--- src/rtl/ins_dec_pipe.sv ---
// Registered instruction-decode stage: valid/ready handshakes on both sides,
// a shift-register RAW scoreboard that stalls fetch, and a flush for taken jumps.
module ins_dec_pipe #(
    parameter int DATA_W    = 4,
    parameter int REG_AW    = 2,
    parameter int HAZ_DEPTH = 2,
    localparam int INS_W    = 3 + 2 * DATA_W
) (
    input  logic              clk,
    input  logic              rst_n,
    input  logic              in_valid,
    output logic              in_ready,
    input  logic [INS_W-1:0]  INS,
    input  logic              flush,
    output logic              out_valid,
    input  logic              out_ready,
    output logic              sel_data,
    output logic              write_en,
    output logic              alu_op,
    output logic [REG_AW-1:0] SEL_A,
    output logic [REG_AW-1:0] SEL_B,
    output logic [REG_AW-1:0] SEL_W,
    output logic [DATA_W-1:0] IMM,
    output logic [DATA_W-1:0] JMP,
    output logic              jmp_valid,
    output logic              stall
);

    logic [2:0]        dec_opc;
    logic              dec_sel_data;
    logic              dec_write_en;
    logic              dec_alu_op;
    logic              dec_jmp_valid;
    logic [REG_AW-1:0] dec_sel_a;
    logic [REG_AW-1:0] dec_sel_b;
    logic [REG_AW-1:0] dec_sel_w;
    logic [DATA_W-1:0] dec_imm;
    logic [DATA_W-1:0] dec_jmp;

    logic              out_valid_q, out_valid_d;
    logic              sel_data_q, sel_data_d;
    logic              write_en_q, write_en_d;
    logic              alu_op_q, alu_op_d;
    logic              jmp_valid_q, jmp_valid_d;
    logic [REG_AW-1:0] sel_a_q, sel_a_d;
    logic [REG_AW-1:0] sel_b_q, sel_b_d;
    logic [REG_AW-1:0] sel_w_q, sel_w_d;
    logic [DATA_W-1:0] imm_q, imm_d;
    logic [DATA_W-1:0] jmp_q, jmp_d;

    logic [HAZ_DEPTH-1:0] sb_v_q, sb_v_d;
    logic [REG_AW-1:0]    sb_a_q [HAZ_DEPTH];
    logic [REG_AW-1:0]    sb_a_d [HAZ_DEPTH];

    logic hazard;
    logic hit;
    logic accept;
    logic xfer;

    always_comb begin
        dec_opc       = INS[INS_W-1 -: 3];
        dec_sel_data  = dec_opc[1];
        dec_write_en  = !((dec_opc == 3'b011) || (dec_opc == 3'b100));
        dec_jmp_valid = (dec_opc == 3'b100);
        dec_alu_op    = INS[2*DATA_W-2];
        dec_sel_b     = INS[REG_AW-1:0];
        dec_sel_a     = INS[2*REG_AW-1:REG_AW];
        dec_sel_w     = INS[DATA_W+REG_AW-1:DATA_W];
        dec_imm       = INS[DATA_W-1:0];
        dec_jmp       = INS[2*DATA_W-1:DATA_W];
    end

    // B only counts as a source when the immediate is not selected.
    always_comb begin
        hit = 1'b0;
        for (int i = 0; i < HAZ_DEPTH; i++) begin
            if (sb_v_q[i] && ((sb_a_q[i] == dec_sel_a) ||
                              (!dec_sel_data && (sb_a_q[i] == dec_sel_b)))) begin
                hit = 1'b1;
            end
        end
        if (out_valid_q && write_en_q && ((sel_w_q == dec_sel_a) ||
                                          (!dec_sel_data && (sel_w_q == dec_sel_b)))) begin
            hit = 1'b1;
        end
        hazard   = in_valid && hit;
        in_ready = (!out_valid_q || out_ready) && !hazard && !flush;
        stall    = hazard;
        accept   = in_valid && in_ready;
        xfer     = out_valid_q && out_ready;
    end

    always_comb begin
        out_valid_d = out_valid_q;
        sel_data_d  = sel_data_q;
        write_en_d  = write_en_q;
        alu_op_d    = alu_op_q;
        jmp_valid_d = jmp_valid_q;
        sel_a_d     = sel_a_q;
        sel_b_d     = sel_b_q;
        sel_w_d     = sel_w_q;
        imm_d       = imm_q;
        jmp_d       = jmp_q;
        if (accept) begin
            out_valid_d = 1'b1;
            sel_data_d  = dec_sel_data;
            write_en_d  = dec_write_en;
            alu_op_d    = dec_alu_op;
            jmp_valid_d = dec_jmp_valid;
            sel_a_d     = dec_sel_a;
            sel_b_d     = dec_sel_b;
            sel_w_d     = dec_sel_w;
            imm_d       = dec_imm;
            jmp_d       = dec_jmp;
        end else if (flush || out_ready) begin
            out_valid_d = 1'b0;
        end
    end

    // A write enters the scoreboard only when it actually leaves this stage.
    always_comb begin
        sb_v_d[0] = xfer && write_en_q;
        sb_a_d[0] = (xfer && write_en_q) ? sel_w_q : '0;
        for (int i = 1; i < HAZ_DEPTH; i++) begin
            sb_v_d[i] = sb_v_q[i-1];
            sb_a_d[i] = sb_a_q[i-1];
        end
    end

    always_ff @(posedge clk or negedge rst_n) begin
        if (!rst_n) begin
            out_valid_q <= 1'b0;
            sel_data_q  <= 1'b0;
            write_en_q  <= 1'b0;
            alu_op_q    <= 1'b0;
            jmp_valid_q <= 1'b0;
            sel_a_q     <= '0;
            sel_b_q     <= '0;
            sel_w_q     <= '0;
            imm_q       <= '0;
            jmp_q       <= '0;
            sb_v_q      <= '0;
            for (int i = 0; i < HAZ_DEPTH; i++) begin
                sb_a_q[i] <= '0;
            end
        end else begin
            out_valid_q <= out_valid_d;
            sel_data_q  <= sel_data_d;
            write_en_q  <= write_en_d;
            alu_op_q    <= alu_op_d;
            jmp_valid_q <= jmp_valid_d;
            sel_a_q     <= sel_a_d;
            sel_b_q     <= sel_b_d;
            sel_w_q     <= sel_w_d;
            imm_q       <= imm_d;
            jmp_q       <= jmp_d;
            sb_v_q      <= sb_v_d;
            for (int i = 0; i < HAZ_DEPTH; i++) begin
                sb_a_q[i] <= sb_a_d[i];
            end
        end
    end

    assign out_valid = out_valid_q;
    assign sel_data  = sel_data_q;
    assign write_en  = write_en_q;
    assign alu_op    = alu_op_q;
    assign jmp_valid = jmp_valid_q;
    assign SEL_A     = sel_a_q;
    assign SEL_B     = sel_b_q;
    assign SEL_W     = sel_w_q;
    assign IMM       = imm_q;
    assign JMP       = jmp_q;

endmodule

--- config.mk ---
export PLATFORM = sky130hd
export DESIGN_NAME = ins_dec_pipe
export DESIGN_NICKNAME = d
export VERILOG_FILES = /design/src/rtl/ins_dec_pipe.sv
export SDC_FILE = /design/constraint.sdc
export NUM_CORES = 1
export LEC_CHECK = 0
export CAP_MARGIN = 15
export CORE_UTILIZATION = 45
export CTS_CLUSTER_SIZE = 14
export DETAILED_ROUTE_END_ITERATION = 7
export PLACE_DENSITY_LB_ADDON = 0.3
export SYNTH_ARGS = -nofsm -noshare
export SYNTH_HDL_FRONTEND = slang
export SYNTH_SLANG_ARGS = --single-unit
--- constraint.sdc ---
create_clock -name clk -period 3.3 [get_ports clk]
set_input_delay 0.66 -clock clk [delete_from_list [all_inputs] [get_ports clk]]
set_output_delay 0.66 -clock clk [all_outputs]
set_load 0.01 [all_outputs]
# Yosys cells after proc, flatten, opt, wreduce, memory -nomap -nowiden
# Cells that the tools add are included.
[word_totals] reg_bits=25 output_inout_bits=21 elab_cells=52
[op_classes] eq_ne=8 mux=6 reduce_logical=25
[op_table] operator="logical AND 1 bit" n=13
[op_table] operator="== test 2 bit" n=6
[op_table] operator="logical OR 1 bit" n=6
[op_table] operator="zero test 1 bit" n=5
[op_table] operator="two-way mux 1 bit" n=5
[op_table] operator="== test 3 x 2 -> 1 bit (second input constant)" n=1
[op_table] operator="== test 3 bit (second input constant)" n=1
[op_table] operator="two-way mux 2 bit" n=1
[op_table] operator="nonzero test 2 bit" n=1

# Depth between registers and ports, before layout
# Gate-level depths: netlist (run 1).
[depth] word_depth=13 ltp_mapped=6

# Least setup slack after synthesis (run 1)
# OpenSTA, ideal clock, no wires.
[synth_timing] kind="input -> output" start="input port INS[1]" end="output port stall" arrival_time_ns=1.575 required_time_ns=2.640 slack_ns=1.065 cell_stages=4 path_buffers=0 path_cell_list="or2_1 a2111oi_0 nor2_1 a31oi_1"
[synth_via] elab_chain_len=8 elab_cells_between_ends=16 classes_between="eq/ne (3); mux (3); reduce/logical (10)"
[synth_lines] item="from (decl)" line="13" rtl="input logic [INS_W-1:0] INS,"
[synth_lines] item="== test 2 bit" line="78" rtl="(!dec_sel_data && (sb_a_q[i] == dec_sel_b)))) begin"
[synth_lines] item="logical AND 1 bit" line="78"
[synth_lines] item="logical OR 1 bit" line="77" rtl="if (sb_v_q[i] && ((sb_a_q[i] == dec_sel_a) ||"
[synth_lines] item="logical AND 1 bit" line="77"
[synth_lines] item="two-way mux 1 bit (2 in series)" line="77"
[synth_lines] item="two-way mux 1 bit *" line="82" rtl="if (out_valid_q && write_en_q && ((sel_w_q == dec_sel_a) ||"
[synth_lines] item="logical AND 1 bit *" line="86" rtl="hazard = in_valid && hit;"
[synth_lines] item="to (decl)" line="26" rtl="output logic stall"
# Every way passes the cells marked *; elsewhere a longest branch is shown, timed or not.

# Worst setup path in the final report (run 1)
[layout_timing] start="input port INS[9]" end="output port in_ready"
[layout_via] elab_chain_len=11 elab_cells_between_ends=17 classes_between="mux (3); reduce/logical (14)"
[layout_lines] item="zero test 1 bit *" line="78, 83"
[layout_lines] item="logical AND 1 bit" line="78"
[layout_lines] item="logical OR 1 bit" line="77"
[layout_lines] item="logical AND 1 bit" line="77"
[layout_lines] item="two-way mux 1 bit (2 in series)" line="77"
[layout_lines] item="two-way mux 1 bit *" line="82"
[layout_lines] item="logical AND 1 bit *" line="86"
[layout_lines] item="zero test 1 bit *" line="87" rtl="in_ready = (!out_valid_q || out_ready) && !hazard && !flush;"
[layout_lines] item="logical AND 1 bit * (2 in series)" line="87"
[layout_lines] item="to (decl)" line="12" rtl="output logic in_ready,"
# Marked as above.

==> results of run 1 <==
-- where the power goes --
part           total [W]  internal, W  switching [W]
Combinational   0.000301     0.000195       0.000106
Clock           0.000108    0.0000424      0.0000652
Sequential      0.000303     0.000263      0.0000404
Total           0.000712     0.000501       0.000212
-- worst reg2reg max path, stage by stage, from the launching register on --
cell and delay [ns]:
dfrtp_1 0.48, or2_1 0.27, a2111oi_2 0.38, nor2_2 0.11, buf_4 0.15, and4_4 0.21, mux2_4 0.32
-- registers in the layout, indices dropped and copies added (netlist names) --
name and cells:
IMM 1, JMP 3, SEL_A 2, SEL_B 1, SEL_W 1, jmp_valid 1, out_valid 1, sb_a_d 2
sb_a_q 2, sb_v_q 2, sel_data 1, write_en 1
-- routing by layer --
metal | GRT usage | routed length (µm) | up-vias
met2 | 0.3054 | 932 | 25
li1 | - | - | 331
met5 | 0 | 0 | -
met1 | 0.2333 | 838 | 332
met4 | 0.1333 | 65 | 0
met3 | 0.03396 | 94 | 6
-- per-stage QoR --
step	setup WS, ns	power [W]	instances
after global routing	0.04218	0.0007552	138
after floorplan	1.065	0.0004673	77
after CTS	0.02294	0.0007176	137
final	0.1647	0.0007124	138
after detailed placement	-0.1617	0.0006079	134
after global placement	0.02817	0.0005994	134
-- cells by family after synthesis --
logic type,after synthesis,share of synthesized area
AO/OA/AOI/OAI,7,0.04908
multiplexers,11,0.1711
buffers and inverters,10,0.08488
flip-flops,18,0.4775
XOR/XNOR,10,0.09283
AND/OR/NAND/NOR,21,0.1247
-- layout make-up --
type	count	area, µm²	share of cell area
clock buffers	3	22.52	0.01692
repair buffers	39	389.1	0.2923
well taps	27	33.78	0.02538
multi-input cells	49	427.9	0.3214
inverters	2	7.507	0.005639
flip-flops and latches	18	450.4	0.3383
-- cell usage in the layout, fill, tap and decap left out --
cell and count:
xnor2_1 4, inv_1 2, mux2_4 10, nor2_1 3
dfrtp_1 18, a2111oi_2 2, nand2_1 4, nand3_1 1
nand2b_1 2, nor3_1 1, nor2_2 1, nor4b_1 1
and4_4 1, dlymetal6s2s_1 3, nor3b_1 1, dlygate4sd2_1 1
a21oi_1 2, clkbuf_4 3, or2_1 2, and2_1 2
mux2_2 1, a31oi_1 3, nand4_1 1, xor2_1 6
buf_4 3, clkdlybuf4s50_1 32, and3_1 1
-- worst max-delay path by stage --
stage	from	to	slack, ns
final	INS[9]	in_ready	0.16
after global routing	INS[9]	in_ready	0.04
after CTS	INS[0]	in_ready	0.02
after detailed placement	INS[1]	stall	-0.16
after global placement	INS[1]	stall	0.03
after floorplan	INS[1]	stall	1.06
-- timing repair --
action	4_1_cts	5_1_grt
resized for setup	5	4
endpoints found under the setup margin	2	1
setup buffers	0	1
pin swaps	1	0
==> results by group, run 1 <==
Clock tree
  – Clk sinks: 18
  – Hold_buf cts: 0
  – Clock transition at the registers of the reported paths: 0.10 ns
  – Total CTS buffers: 3
  – H-tree levels: 1
  – TritonCTS clock tree: done
  – Clock latency on the worst-skew pair: 0.29 ns
  – CTS max path bufs: 2
  – Root Buffer: clkbuf_4

Synthesis
  – Mapped cell area: 943.4 µm²
  – Syn Inst Count: 77
  – Synth async-reset ratio: 1.000
  – Synth area leader: dfrtp_1
  – EDFF count, synth: 0
  – Most common library cells after synthesis: dfrtp_1, mux2_4, buf_4
  – Count leader, synth: dfrtp_1
  – Yosys warns: 0
  – Synth Net Count: 93
  – Most used DFF post-synth: dfrtp_1
  – Top cells by area, synth: dfrtp_1, mux2_4, buf_4, xor2_1, xnor2_1
  – Top cell type's share of synthesized area: 0.4775
  – Synth Register Bits: 18
  – Synth Area per Inst: 12.25 µm²
  – Count of cell types in the netlist: 23
  – Register area share after synthesis: 0.4775

Setup path
  – Capturing point of the worst reg2reg path: SEL_A[0]$_DFFE_PN0P_
  – Critical path's slowest cell: clkdlybuf4s50_1
  – Data arrival, critical path: 2.48 ns
  – Slowest cell delay on critical path: 0.61 ns
  – WS Path Type: input pin to output port
  – Worst path bufs/invs: 2
  – Worst Setup End Kind: output port
  – Worst reg-to-reg path cell count: 6
  – Cell chain of the critical path: clkdlybuf4s50_1 > nor4b_1 > a31oi_1 > nand3_1 > a21oi_1 > clkdlybuf4s50_1
  – Crit-path max FO: 6
  – CP Depth: 6
  – R2R Path Start: JMP[1]$_DFFE_PN0P_
  – FF-to-FF setup slack: 1.29 ns
  – Cell mode on critical path: clkdlybuf4s50_1
  – CP required: 2.64 ns
  – Crit path max-delay family: buffers and inverters
  – Critical Path Start Type: input pin

STA
  – Worst Hold Slack: 0.4091 ns
  – Crit path time final: 3.135 ns
  – Hold Vio Cnt, Final: 0
  – RSZ-0062 raised after global routing: false
  – Final setup vio count: 0
  – Clock skew: 0.002321 ns
  – Final worst-path cycle share: 0.9501
  – Least-Margin Pin Slew: 0.7797 ns
  – Slew headroom: 0.4786
  – Fin Setup TNS: 0 ns
  – Max-slew violations: 0
  – Maximum clock rate: 0.3190 GHz

GRT
  – First-pass GRT wire length: 2.877 mm
  – Vias in the first global route: 652
  – GRT Util Overall: 0.1914
  – Remaining Overflow, GRT: 0
  – Initial antenna violation count: 0
  – Largest net degree at the start of global routing: 19

Placement
  – Placed Area: 1280 µm²
  – Hpwl dp: 1.434 mm
  – Final GP Congestion: 0.8466
  – PortBufs: 36

Route
  – Average via count per standard cell: 5.029
  – Drt pass-1 iters: 4
  – Post-DRT Antenna Nets: 0
  – Number of DRC markers in iteration 0: 5
  – DRT Wirelength: 1.930 mm
  – Per-cell routed wire length: 13.99 µm
  – Via Count: 694
  – Post-route DRC: 0

Cells and area
  – Synthesis-to-layout area growth: 41.11%
  – Antenna cells: 0
  – Post-layout util: 0.6786
  – FILL cells: 158
  – Finished Cell Area: 1331 µm²
  – Fraction of layout cells with a size suffix above 1: 0.1892
  – Nets: 129

Floorplan
  – Io pins: 37
  – Core ar.: 1962 µm²
  – Row cnt: 16
  – Die X: 47.79 µm
  – Height of the die: 47.79 µm
  – Die ar.: 2283 µm²
  – Initial Utilization: 0.4809

Power
  – Power Dens Cells: 535.1 nW/µm²
  – LEAKAGE: 0.5972 nW
  – VDD IR max: 300.3 µV

Outcome
  – Outcome: complete, no violations

Hold path
  – Cell count of the worst hold path: 0
  – Worst Hold Class: register to register
  – Worst hold endpoint: sb_v_q[1]$_DFF_PN0_
  – Min-delay src: sb_v_q[0]$_DFF_PN0_

Flow run
  – Max-Cap Viols: 0
No activity file was read; power rests on OpenSTA's default activity.
==> run 2, diff against run 1 <==
--- a/config.mk
+++ b/config.mk
@@ -10,6 +10,7 @@
 export CTS_CLUSTER_SIZE = 14
 export DETAILED_ROUTE_END_ITERATION = 7
 export PLACE_DENSITY_LB_ADDON = 0.3
+export SLEW_MARGIN = 5
 export SYNTH_ARGS = -nofsm -noshare
 export SYNTH_HDL_FRONTEND = slang
 export SYNTH_SLANG_ARGS = --single-unit
==> results of run 2 <==
No change in the layout: final DEF, timing and power equal those of run 1.
==> run 3, diff against run 2 <==
--- a/config.mk
+++ b/config.mk
@@ -5,7 +5,6 @@
 export SDC_FILE = /design/constraint.sdc
 export NUM_CORES = 1
 export LEC_CHECK = 0
-export CAP_MARGIN = 15
 export CORE_UTILIZATION = 45
 export CTS_CLUSTER_SIZE = 14
 export DETAILED_ROUTE_END_ITERATION = 7
==> results of run 3 <==
No change in the layout: final DEF, timing and power equal those of run 1.
